$ cat src/rtl/mem_ctrl_param_if.sv
// mem_ctrl_param_if: request/response bus of the parametrised single-port memory.
//   Request  (master -> slave): En, Rr_en, Rw_en, Address, Data_in, Byte_en
//   Response (slave -> master): Ready, Data_out, Valid_out, Err_out, Init_done
interface mem_ctrl_param_if #(
  parameter int DATA_W = 32,
  parameter int ADDR_W = 4
);
  logic                  En;
  logic                  Rr_en;
  logic                  Rw_en;
  logic [ADDR_W-1:0]     Address;
  logic [DATA_W-1:0]     Data_in;
  logic [DATA_W/8-1:0]   Byte_en;
  logic                  Ready;
  logic [DATA_W-1:0]     Data_out;
  logic                  Valid_out;
  logic                  Err_out;
  logic                  Init_done;

  modport master (
    output En, Rr_en, Rw_en, Address, Data_in, Byte_en,
    input  Ready, Data_out, Valid_out, Err_out, Init_done
  );

  modport slave (
    input  En, Rr_en, Rw_en, Address, Data_in, Byte_en,
    output Ready, Data_out, Valid_out, Err_out, Init_done
  );
endinterface

$ cat src/rtl/mem_ctrl_param.sv
// mem_ctrl_param: parametrised single-port memory with byte-enable writes,
// a post-reset clear sequence, configurable read latency and an
// out-of-range error response.
// Ports:
//   clk  - rising-edge clock
//   rst  - asynchronous active-low reset
//   bus  - slave side of mem_ctrl_param_if (request in, response out)
module mem_ctrl_param #(
  parameter int DATA_W = 32,
  parameter int ADDR_W = 4,
  parameter int DEPTH  = 16,
  parameter int RD_LAT = 1
) (
  input  logic              clk,
  input  logic              rst,
  mem_ctrl_param_if.slave   bus
);

  localparam int                BYTES    = DATA_W / 8;
  // One extra bit so DEPTH == 2**ADDR_W is representable.
  localparam logic [ADDR_W:0]   DEPTH_X  = (ADDR_W + 1)'(DEPTH);
  localparam logic [ADDR_W-1:0] LAST_IDX = ADDR_W'(DEPTH - 1);

  typedef enum logic [0:0] {
    S_INIT = 1'b0,
    S_IDLE = 1'b1
  } state_t;

  state_t              r_state;
  state_t              w_state_nxt;
  logic [ADDR_W-1:0]   r_cnt;
  logic [ADDR_W-1:0]   w_cnt_nxt;
  logic                r_ready;
  logic                r_init_done;

  logic [DATA_W-1:0]   r_mem [DEPTH];

  // Response pipeline; stage 0 is loaded at acceptance, the last stage drives the outputs.
  logic                r_pv [RD_LAT];
  logic                r_pe [RD_LAT];
  logic [DATA_W-1:0]   r_pd [RD_LAT];

  logic                w_acc;
  logic                w_rd;
  logic                w_wr;
  logic                w_oor;
  logic [DATA_W-1:0]   w_rd_data;

  // Request decode: read wins over write, out-of-range reads return zero.
  always_comb begin
    w_acc     = r_ready & bus.En;
    w_rd      = w_acc & bus.Rr_en;
    w_wr      = w_acc & ~bus.Rr_en & bus.Rw_en;
    w_oor     = ({1'b0, bus.Address} >= DEPTH_X);
    w_rd_data = {DATA_W{1'b0}};
    if (w_rd && !w_oor) begin
      w_rd_data = r_mem[bus.Address];
    end else begin
      w_rd_data = {DATA_W{1'b0}};
    end
  end

  // Next-state logic: INIT walks the clear counter over every word, then parks in IDLE.
  always_comb begin
    w_state_nxt = r_state;
    w_cnt_nxt   = r_cnt;
    case (r_state)
      S_INIT: begin
        if (r_cnt == LAST_IDX) begin
          w_state_nxt = S_IDLE;
          w_cnt_nxt   = r_cnt;
        end else begin
          w_state_nxt = S_INIT;
          w_cnt_nxt   = r_cnt + ADDR_W'(1);
        end
      end
      S_IDLE: begin
        w_state_nxt = S_IDLE;
        w_cnt_nxt   = r_cnt;
      end
      default: begin
        w_state_nxt = S_INIT;
        w_cnt_nxt   = {ADDR_W{1'b0}};
      end
    endcase
  end

  // State, clear counter and the Ready/Init_done flags, which rise together on leaving INIT.
  always_ff @(posedge clk or negedge rst) begin
    if (!rst) begin
      r_state     <= S_INIT;
      r_cnt       <= {ADDR_W{1'b0}};
      r_ready     <= 1'b0;
      r_init_done <= 1'b0;
    end else begin
      r_state     <= w_state_nxt;
      r_cnt       <= w_cnt_nxt;
      r_ready     <= (w_state_nxt == S_IDLE);
      r_init_done <= (w_state_nxt == S_IDLE);
    end
  end

  // Storage array: cleared word-by-word in INIT, byte-masked writes in IDLE.
  always_ff @(posedge clk) begin
    if (r_state == S_INIT) begin
      r_mem[r_cnt] <= {DATA_W{1'b0}};
    end else if (w_wr && !w_oor) begin
      for (int i = 0; i < BYTES; i++) begin
        if (bus.Byte_en[i]) begin
          r_mem[bus.Address][8*i +: 8] <= bus.Data_in[8*i +: 8];
        end
      end
    end
  end

  // Response shift register. Data in a stage only moves with a valid read, so the
  // last stage keeps the most recent read data between responses.
  always_ff @(posedge clk or negedge rst) begin
    if (!rst) begin
      for (int k = 0; k < RD_LAT; k++) begin
        r_pv[k] <= 1'b0;
        r_pe[k] <= 1'b0;
        r_pd[k] <= {DATA_W{1'b0}};
      end
    end else begin
      r_pv[0] <= w_rd;
      r_pe[0] <= (w_rd | w_wr) & w_oor;
      if (w_rd) begin
        r_pd[0] <= w_rd_data;
      end
      for (int k = 1; k < RD_LAT; k++) begin
        r_pv[k] <= r_pv[k-1];
        r_pe[k] <= r_pe[k-1];
        if (r_pv[k-1]) begin
          r_pd[k] <= r_pd[k-1];
        end
      end
    end
  end

  assign bus.Ready     = r_ready;
  assign bus.Init_done = r_init_done;
  assign bus.Valid_out = r_pv[RD_LAT-1];
  assign bus.Err_out   = r_pe[RD_LAT-1];
  assign bus.Data_out  = r_pd[RD_LAT-1];

endmodule

$ cat src/flat_wrapper.sv
// flat-port wrapper written by rule: the top's interface ports become plain ports
module mem_ctrl_param_flat 
#(
  parameter int DATA_W = 32,
  parameter int ADDR_W = 4,
  parameter int DEPTH  = 16,
  parameter int RD_LAT = 1
)
  (clk, rst, bus_En, bus_Rr_en, bus_Rw_en, bus_Address, bus_Data_in, bus_Byte_en, bus_Ready, bus_Data_out, bus_Valid_out, bus_Err_out, bus_Init_done);
  mem_ctrl_param_if #(.DATA_W(DATA_W), .ADDR_W(ADDR_W)) bus_i ();
  input  logic clk;
  input  logic rst;
  input wire logic [$bits(bus_i.En)-1:0] bus_En;
  input wire logic [$bits(bus_i.Rr_en)-1:0] bus_Rr_en;
  input wire logic [$bits(bus_i.Rw_en)-1:0] bus_Rw_en;
  input wire logic [$bits(bus_i.Address)-1:0] bus_Address;
  input wire logic [$bits(bus_i.Data_in)-1:0] bus_Data_in;
  input wire logic [$bits(bus_i.Byte_en)-1:0] bus_Byte_en;
  output wire logic [$bits(bus_i.Ready)-1:0] bus_Ready;
  output wire logic [$bits(bus_i.Data_out)-1:0] bus_Data_out;
  output wire logic [$bits(bus_i.Valid_out)-1:0] bus_Valid_out;
  output wire logic [$bits(bus_i.Err_out)-1:0] bus_Err_out;
  output wire logic [$bits(bus_i.Init_done)-1:0] bus_Init_done;
  assign bus_i.En = bus_En;
  assign bus_i.Rr_en = bus_Rr_en;
  assign bus_i.Rw_en = bus_Rw_en;
  assign bus_i.Address = bus_Address;
  assign bus_i.Data_in = bus_Data_in;
  assign bus_i.Byte_en = bus_Byte_en;
  assign bus_Ready = bus_i.Ready;
  assign bus_Data_out = bus_i.Data_out;
  assign bus_Valid_out = bus_i.Valid_out;
  assign bus_Err_out = bus_i.Err_out;
  assign bus_Init_done = bus_i.Init_done;
  mem_ctrl_param #(.DATA_W(DATA_W), .ADDR_W(ADDR_W), .DEPTH(DEPTH), .RD_LAT(RD_LAT)) u_core (.clk(clk), .rst(rst), .bus(bus_i));
endmodule
$ cat config.mk
export PLATFORM = sky130hd
export DESIGN_NAME = mem_ctrl_param_flat
export DESIGN_NICKNAME = d
export VERILOG_FILES = /design/src/rtl/mem_ctrl_param_if.sv /design/src/rtl/mem_ctrl_param.sv /design/src/flat_wrapper.sv
export SDC_FILE = /design/constraint.sdc
export NUM_CORES = 1
export LEC_CHECK = 0
export ABC_AREA = 0
export ABC_CLOCK_PERIOD_IN_PS = 7300
export CAP_MARGIN = 20
export CORE_MARGIN = 5
export CORE_UTILIZATION = 54
export CTS_CLUSTER_DIAMETER = 200
export DETAILED_ROUTE_END_ITERATION = 12
export PLACE_DENSITY = 0.75
export SLEW_MARGIN = 20
export SYNTH_ARGS = -nofsm -noshare
export SYNTH_HDL_FRONTEND = slang
export SYNTH_SLANG_ARGS = --single-unit
$ cat constraint.sdc
create_clock -name clk -period 7.3 [get_ports clk]
set_input_delay 1.095 -clock clk [delete_from_list [all_inputs] [get_ports clk]]
set_output_delay 1.095 -clock clk [all_outputs]
set_load 0.03 [all_outputs]
==> reports/results.ini, run 1 <==
[sta]
rsz0062_at_grt=false
period_minus_slack_ns=4.44
tightest_slew_ns=1.17
fin_crit_sh_pct=60.9
skew_ns=0.0216
worst_slew_margin_rel_pct=21.4
setup_violations=0
fin_tns_setup_ns=0
slew_viol_final=0
hold_viol=0
clock.fmax_ghz=0.225

[cts]
cts_tree=done
clock_latency_ns=0.58
clockBufferDepth=3
ctsResizeCount=0
hold_buffers=0
postCtsSetupBuffers=0
cts.sinks=550
root_buffer=clkbuf_16
clk_pin_slew_worst_paths_ns=0.06
ctsHtreeMaxLevel=2
cts_buffers=52

[route]
avgRoutedWirePerCell_um=27.2
drt-initial-drc-count=1110
route.vias.total=11000
detail-route-antenna-nets=0
first_pass_iters=5
avgViaCountPerCell=6.31
routed_wl_um=47400
drc=0

[finish]
fin_util_pct=62.4
syn_to_final_growth_pct=14.6
drive_above_1_share_pct=22.7
final_common_cell=edfxtp_1
n_antenna_cell=0
fin_nets=1217
final_cell_mix=edfxtp_1, mux4_2, clkdlybuf4s50_1, o21ai_0, mux2i_1

[critical_path]
critPathLaunch=bus_Rr_en
cp.arrival_ns=4.62
r2r-end=u_core.r_mem[5][31]
slowest_stage=and3_2
r2r-start=u_core.r_state
cp.depth=6
rr_worst_depth=4
path_class=in2reg
rrSetupSlack_ns=3.45
crit_fanout=40
crit_family=simple AND/OR/NAND/NOR gates
cp-end-kind=flip-flop
crit_path_start_kind=input port
critical_path_required_ns=7.48
endpoint=u_core.r_mem[5][31]
critPathBufInv=2
crit_path_cell_trace=clkdlybuf4s50_1, and3b_1, and3_2, mux2i_2, buf_4, nor3_1
crit_path_max_incr_delay_ns=0.97

[grt]
grt_pass1_wl_um=71100
grt_pass1_vias=11100
grt_overflow=0
antenna_found_initial=0
grtUsageTotal_pct=21.5
grt_max_degree=77

[floorplanning]
coreArea_mm2=0.0397
fp-row-count=73
dieHeight_um=210
start_util_pct=54.5
fp.dieW_um=210
die_area_mm2=0.0442
io_pins=81

[hold_path]
min_from=u_core.bus.Data_out[5]
hold_path_class=reg2reg
min_path_cells=2

[synthesis]
ys_ff_latch=550
syn_area_mm2=0.0216
syn_inst=1090
yosysUniqueCellTypes=35
seq_area_frac_synth_pct=75.4
syn-num-nets=1136
syn_avg_cell_area_um2=19.9
ys_warn_count=0

[power_and_ir_drop]
power.leakage_uw=0.00912
power.density_mw_per_mm2=264
peakVddDrop_v=0.000209

[status]
run_status=finished clean

[run]
cap_violations=0

[place]
place_congestion=0.810
dpl.hpwl_um=28700
port-buffer-count=79

-- tightest hold or removal path: stages, from the launching register on --
cell     delay (ns)
dfrtp_1        0.34
a22oi_1        0.08
o21ai_0        0.06
-- power by group --
part           internal (uW)  total, uW  leakage (uW)  switching [uW]
combinational            127        321       0.00208             195
sequential              3440       3460       0.00617            19.3
clock                   1630       2760      0.000871            1120
total                   5210       6540       0.00912            1340
-- routing by layer --
layer	GRT usage (%)	part of all wire, %	vias to the layer above
li1	-	-	4636
met1	31.2	40	5684
met2	33.8	48	576
met3	5.24	9.1	84
met4	5.29	2.3	0
met5	0	0	-
-- registers in the layout (all words and copies together) (netlist names) --
| register | count |
|---|---|
| u_core.bus.Data_out | 32 |
| u_core.bus.Valid_out | 1 |
| u_core.r_cnt | 4 |
| u_core.r_mem | 512 |
| u_core.r_state | 1 |
-- layout make-up --
type / count / area (um2)
inverters: 2 / 7.51
fillers: 2668 / 14900
clock buffers: 72 / 1490
multi-input cells: 463 / 5080
well taps: 525 / 657
repair buffers: 102 / 961
clock inverters: 26 / 280
flip-flops and latches: 550 / 16300
-- worst min-delay path by stage --
stage | endpoint
floorplan | u_core.r_cnt[3]
global placement | u_core.bus.Data_out[0]
detailed placement | u_core.bus.Data_out[0]
finish | u_core.bus.Data_out[5]
global route | u_core.r_cnt[2]
CTS | u_core.bus.Data_out[5]
-- cell usage after synthesis --
| library cell | number | share of area, % |
|---|---|---|
| inv_1 | 2 | 0.035 |
| mux2_2 | 34 | 1.8 |
| nand3_1 | 1 | 0.023 |
| o21ai_0 | 64 | 1.5 |
| nand4_1 | 1 | 0.029 |
| mux4_2 | 96 | 10 |
| a21boi_0 | 4 | 0.14 |
| nor3_1 | 64 | 1.5 |
| a31oi_4 | 2 | 0.20 |
| mux2i_2 | 2 | 0.13 |
| a22o_1 | 31 | 1.3 |
| buf_1 | 4 | 0.069 |
| nand2b_1 | 1 | 0.029 |
| a31oi_1 | 3 | 0.087 |
| clkbuf_1 | 39 | 0.68 |
| o311ai_0 | 1 | 0.040 |
| buf_2 | 16 | 0.37 |
| mux2i_4 | 4 | 0.42 |
| dfrtp_1 | 38 | 4.4 |
| edfxtp_1 | 512 | 71 |
| nand2_1 | 4 | 0.069 |
| xor2_1 | 1 | 0.040 |
| conb_1 | 1 | 0.017 |
| buf_4 | 11 | 0.38 |
| nor2b_1 | 10 | 0.29 |
| mux2i_1 | 63 | 2.9 |
| buf_6 | 5 | 0.26 |
| and2_1 | 34 | 0.98 |
| ha_1 | 1 | 0.058 |
| and3_1 | 1 | 0.029 |
| and3b_1 | 1 | 0.040 |
| xnor2_1 | 1 | 0.040 |
| a22oi_1 | 32 | 1.1 |
| or4_4 | 1 | 0.052 |
| nor2_1 | 5 | 0.087 |
-- cells by family (layout without fill, tap and decap cells) --
family	count (synthesis)	after routing	synth area share, %
AND/OR/NAND/NOR	123	123	3.11
AO/OA/AOI/OAI	137	137	4.31
flip-flops	550	550	75.4
buffers and inverters	77	202	1.79
other	1	1	0.0173
multiplexers	199	199	15.2
adder cells (fa/ha/maj)	1	1	0.0578
XOR/XNOR	2	2	0.0809
-- through the flow --
step	total power [uW]	hold WS [ns]	setup slack [ns]	cells	instance area, um2
detailed placement	3850	0.515	2.26	1639	22900
global route	6740	0.561	2.69	1740	24800
CTS	6570	0.528	2.88	1737	24600
global placement	3850	0.514	2.53	1639	22900
floorplan	3720	0.517	3.84	1090	21600
finish	6540	0.517	2.86	1740	24800
(Power assumes the default switching activity.)
==> run 2, diff against run 1 <==
--- a/config.mk
+++ b/config.mk
@@ -6,7 +6,7 @@
 export NUM_CORES = 1
 export LEC_CHECK = 0
 export ABC_AREA = 0
-export ABC_CLOCK_PERIOD_IN_PS = 7300
+export ABC_CLOCK_PERIOD_IN_PS = 4200
 export CAP_MARGIN = 20
 export CORE_MARGIN = 5
 export CORE_UTILIZATION = 54
==> constraint.sdc (replaced) <==
create_clock -name clk -period 4.2 [get_ports clk]
set_input_delay 0.63 -clock clk [delete_from_list [all_inputs] [get_ports clk]]
set_output_delay 0.63 -clock clk [all_outputs]
set_load 0.03 [all_outputs]
==> reports/results.ini, run 2 (same netlist as run 1, synthesis figures left out) <==
[status]
run_status=finished clean

[floorplanning]
die_area_mm2=0.0442
fp.dieW_um=210
io_pins=81
fp-row-count=73
coreArea_mm2=0.0397
dieHeight_um=210
start_util_pct=54.5

[finish]
final_common_cell=edfxtp_1
drive_above_1_share_pct=25.3
top_register=u_core.r_mem
final_cell_mix=edfxtp_1, mux4_2, clkdlybuf4s50_1, o21ai_0, mux2i_1
syn_to_final_growth_pct=16.0
fillers=2571
fin_nets=1240
n_antenna_cell=0
largest_register_ffs=512

[cts]
cts_tree=done
clockBufferDepth=3
postCtsSetupBuffers=0
clock_latency_ns=0.57
cts_buffers=51
root_buffer=clkbuf_16
hold_buffers=0
ctsResizeCount=0
ctsHtreeMaxLevel=2
cts.sinks=550
clk_pin_slew_worst_paths_ns=0.07

[power_and_ir_drop]
peakVddDrop_v=0.000356
comb_power_share_pct=4.9
power.leakage_uw=0.00927
clkPwrFrac_pct=43.3
p_seq_share_pct=51.8
switching_share_pct=20.4
p_int_uw=9250
power.density_mw_per_mm2=463
total_power_uw=11600
p_switching_uw=2370

[critical_path]
crit_path_max_incr_delay_ns=0.94
rr_worst_depth=4
crit_path_start_kind=input port
crit_fanout=16
crit_path_cell_trace=clkdlybuf4s50_1, or4_4, and3_2, buf_4, mux2i_4, nor3_1
cp.arrival_ns=3.60
slowest_stage=nor3_1
critPathBufInv=2
crit_family=simple AND/OR/NAND/NOR gates
rrSetupSlack_ns=0.96
path_class=in2reg
critical_path_required_ns=4.38
endpoint=u_core.r_mem[8][18]
cp-end-kind=flip-flop
r2r-end=u_core.r_mem[6][13]
critPathLaunch=bus_Byte_en[1]
r2r-start=u_core.r_state
cp.depth=6

[grt]
grt_max_degree=74
grt_pass1_vias=11300
grt_overflow=0
grtUsageTotal_pct=22.0
antenna_found_initial=0
grt_pass1_wl_um=73300

[place]
pre_cts_ws_ns=0.161
dpl.hpwl_um=29500
port-buffer-count=79
place_congestion=0.801

[route]
detail-route-antenna-nets=0
drt-initial-drc-count=1219
drc=0
avgRoutedWirePerCell_um=27.7
route.vias.total=11100
avgViaCountPerCell=6.29
routed_wl_um=48700
first_pass_iters=5

[sta]
worst_slew_margin_rel_pct=22.1
fin_crit_sh_pct=81.3
hold_viol=0
skew_ns=0.00946
clock.fmax_ghz=0.293
rsz0062_at_grt=false
fin_tns_setup_ns=0
slew_viol_final=0
tightest_slew_ns=1.16
setup_violations=0
period_minus_slack_ns=3.42
fin_ws_ns=0.784

[run]
cap_violations=0

[hold_path]
hold_path_class=in2async

-- run 2: power groups by stage --
stage               Clock (uW)  Combinational, uW  Sequential, uW
finish                    5030                569            6020
global route              5270                605            6020
CTS                       5060                568            6020
detailed placement           0                564            6140
global placement             0                556            6140
floorplan                    0                268            6190
-- run 2: area by class of cell --
cell class	count	area [um2]	share of cell area [%]
Clock buffer	58	1350	5.36
Clock inverter	35	482	1.92
Sequential cell	550	16300	65.0
Inverter	2	7.51	0.0299
Multi-Input combinational cell	463	5150	20.5
Tap cell	525	657	2.62
Timing Repair Buffer	126	1140	4.54
-- run 2: per-layer routing --
metal  up-vias  share of wire (%)  track usage [%]  wire length [um]
li1       4656                  -                -                 -
met1      5756                 40             32.7             19600
met2       594                 49             35.0             23700
met3        66                8.8             3.78              4270
met4         0                2.1             5.33              1020
met5         -                  0                0                 0
-- run 2: stage by stage --
| stage | hold slack [ns] | area, um2 | std cells | utilization (%) |
|---|---|---|---|---|
| after detailed placement | 0.516 | 23100 | 1663 | 58.1 |
| after global placement | 0.509 | 23100 | 1662 | 58.1 |
| after floorplan | 0.334 | 21600 | 1090 | - |
| after global routing | 0.220 | 25100 | 1759 | 63.2 |
| final | 0.182 | 25100 | 1759 | 63.2 |
| after CTS | 0.184 | 24900 | 1756 | 62.7 |
-- run 2: how the worst min path moves through the flow --
stage / endpoint / slack (ns)
after detailed placement: u_core.bus.Data_out[17] / 0.52
after CTS: u_core.bus.Data_out[20] / 0.18
after global routing: u_core.bus.Data_out[26] / 0.22
final: u_core.bus.Data_out[1] / 0.18
after global placement: u_core.bus.Data_out[17] / 0.51
after floorplan: u_core.bus.Data_out[0] / 0.33
==> run 3, diff against run 2 <==
--- a/config.mk
+++ b/config.mk
@@ -6,7 +6,7 @@
 export NUM_CORES = 1
 export LEC_CHECK = 0
 export ABC_AREA = 0
-export ABC_CLOCK_PERIOD_IN_PS = 4200
+export ABC_CLOCK_PERIOD_IN_PS = 3300
 export CAP_MARGIN = 20
 export CORE_MARGIN = 5
 export CORE_UTILIZATION = 54
==> constraint.sdc (replaced) <==
create_clock -name clk -period 3.3 [get_ports clk]
set_input_delay 0.495 -clock clk [delete_from_list [all_inputs] [get_ports clk]]
set_output_delay 0.495 -clock clk [all_outputs]
set_load 0.03 [all_outputs]
==> reports/results.ini, run 3 (same netlist as run 1, synthesis figures left out) <==
[status]
run_status=finished clean

[route]
drc=0
detail-route-antenna-nets=0
route.vias.total=11100
avgRoutedWirePerCell_um=26.8
avgViaCountPerCell=6.14
routed_wl_um=48600
drt-initial-drc-count=923
first_pass_iters=5

[floorplanning]
fp.dieW_um=210
die_area_mm2=0.0442
start_util_pct=54.5
dieHeight_um=210
fp-row-count=73
io_pins=81
coreArea_mm2=0.0397

[grt]
grt_util_met2_pct=36.4
grt_max_degree=61
grtUsageTotal_pct=22.0
grt_overflow=0
grt_pass1_wl_um=72900
use_met1_pct=31.2
antenna_found_initial=0
use_met3_pct=3.39
grt_pass1_vias=11700
top_usage_layer=met2

[finish]
fin_nets=1294
largest_register_ffs=512
top_register=u_core.r_mem
final_common_cell=edfxtp_1
final_cell_mix=edfxtp_1, mux4_2, buf_4, clkdlybuf4s50_1
syn_to_final_growth_pct=16.7
drive_above_1_share_pct=24.8
fin_util_pct=63.6
n_antenna_cell=0

[sta]
fin_ws_ns=0.500
worst_slew_margin_rel_pct=38.7
slew_viol_final=0
fin_crit_sh_pct=84.8
skew_ns=0.0162
setup_violations=0
rsz0062_at_grt=false
holdWs_ns=0.502
clock.fmax_ghz=0.357
tightest_slew_ns=0.901
hold_viol=0
period_minus_slack_ns=2.80

[place]
place_congestion=0.803
pre_cts_ws_ns=-0.000585
port-buffer-count=79
dpl.hpwl_um=30100

[power_and_ir_drop]
total_power_uw=14200
power.leakage_uw=0.00948
peakVddDrop_v=0.000451
power.density_mw_per_mm2=561

[cts]
clock_latency_ns=0.57
cts_tree=done
root_buffer=clkbuf_16
clk_pin_slew_worst_paths_ns=0.07
cts.sinks=550
ctsHtreeMaxLevel=2
clockBufferDepth=3
cts_buffers=51
postCtsSetupBuffers=0

[run]
cap_violations=0

[critical_path]
crit_family=simple AND/OR/NAND/NOR gates
crit_path_max_incr_delay_ns=0.75
critPathBufInv=3
cp.arrival_ns=3.12
crit_fanout=39
r2r-end=u_core.r_mem[6][5]
rr_worst_depth=5
cp-end-kind=flip-flop
slowest_stage=mux2i_4
rrSetupSlack_ns=0.96
crit_path_cell_trace=clkdlybuf4s50_1, or4_4, and3_2, buf_12, mux2i_4, nor3_1, buf_4
crit_path_start_kind=input port
critical_path_required_ns=3.62
path_class=in2reg
r2r-start=u_core.r_state

[hold_path]
hold_path_class=in2async

run 3: changes by cell type in the layout (fill, tap and decap cells not counted), sizes merged:
cell | previous run | this run
buf | 50 | 104
clkbuf | 59 | 68
bufinv | 12 | 5
clkinvlp | 4 | 2
clkinv | 19 | 18
dlygate4sd3 | 0 | 1
run 3: routing by layer:
| layer | share of wire, % | vias up |
|---|---|---|
| li1 | - | 4782 |
| met5 | 0 | - |
| met4 | 2.5 | 0 |
| met1 | 40 | 5803 |
| met2 | 50 | 473 |
| met3 | 7.2 | 82 |
run 3: worst register-to-register path, cell delays in order (launching register included):
cell and delay (ns):
dfrtp_1 0.34, and3_2 0.25, buf_12 0.28, mux2i_4 0.83
nor3_1 0.16, buf_4 0.23
run 3: area by class of cell:
class | count | area (um2)
Sequential cell | 550 | 16300
Fill cell | 2694 | 14500
Multi-Input combinational cell | 463 | 4960
Timing Repair Buffer | 180 | 1670
Clock buffer | 68 | 1380
Tap cell | 525 | 657
Clock inverter | 25 | 248
Inverter | 2 | 7.51
run 3: per-stage QoR:
step,instances,TNS [ns],area [um2]
global placement,1718,-19.34,23600
finish,1813,0,25300
detailed placement,1719,-0.00191,23600
CTS,1812,0,25200
global route,1813,0,25300
floorplan,1090,0,21600
run 3: repair_timing:
action,4_1_cts,5_1_grt
gates resized for setup,0,0
hold endpoints to repair,0,30
hold buffers,0,1
run 3: how the worst max path moves through the flow:
stage | endpoint | start | slack [ns] | depth (start not counted)
CTS | u_core.r_mem[6][1] | bus_Byte_en[1] | 0.56 | 7
detailed placement | u_core.r_mem[3][2] | bus_Byte_en[1] | -0.0006 | 7
floorplan | u_core.r_mem[11][24] | bus_Byte_en[2] | 0.44 | 7
finish | u_core.r_mem[6][5] | bus_Byte_en[1] | 0.50 | 7
global route | u_core.r_mem[7][2] | bus_Byte_en[1] | 0.48 | 7
global placement | u_core.r_mem[5][30] | bus_Byte_en[2] | -0.19 | 6
run 3: where the power goes:
group / leakage, uW / internal, uW / switching [uW]
clock: 0.000798 / 3330 / 2430
sequential: 0.00617 / 7620 / 37.9
combinational: 0.00251 / 306 / 444
total: 0.00948 / 11300 / 2910
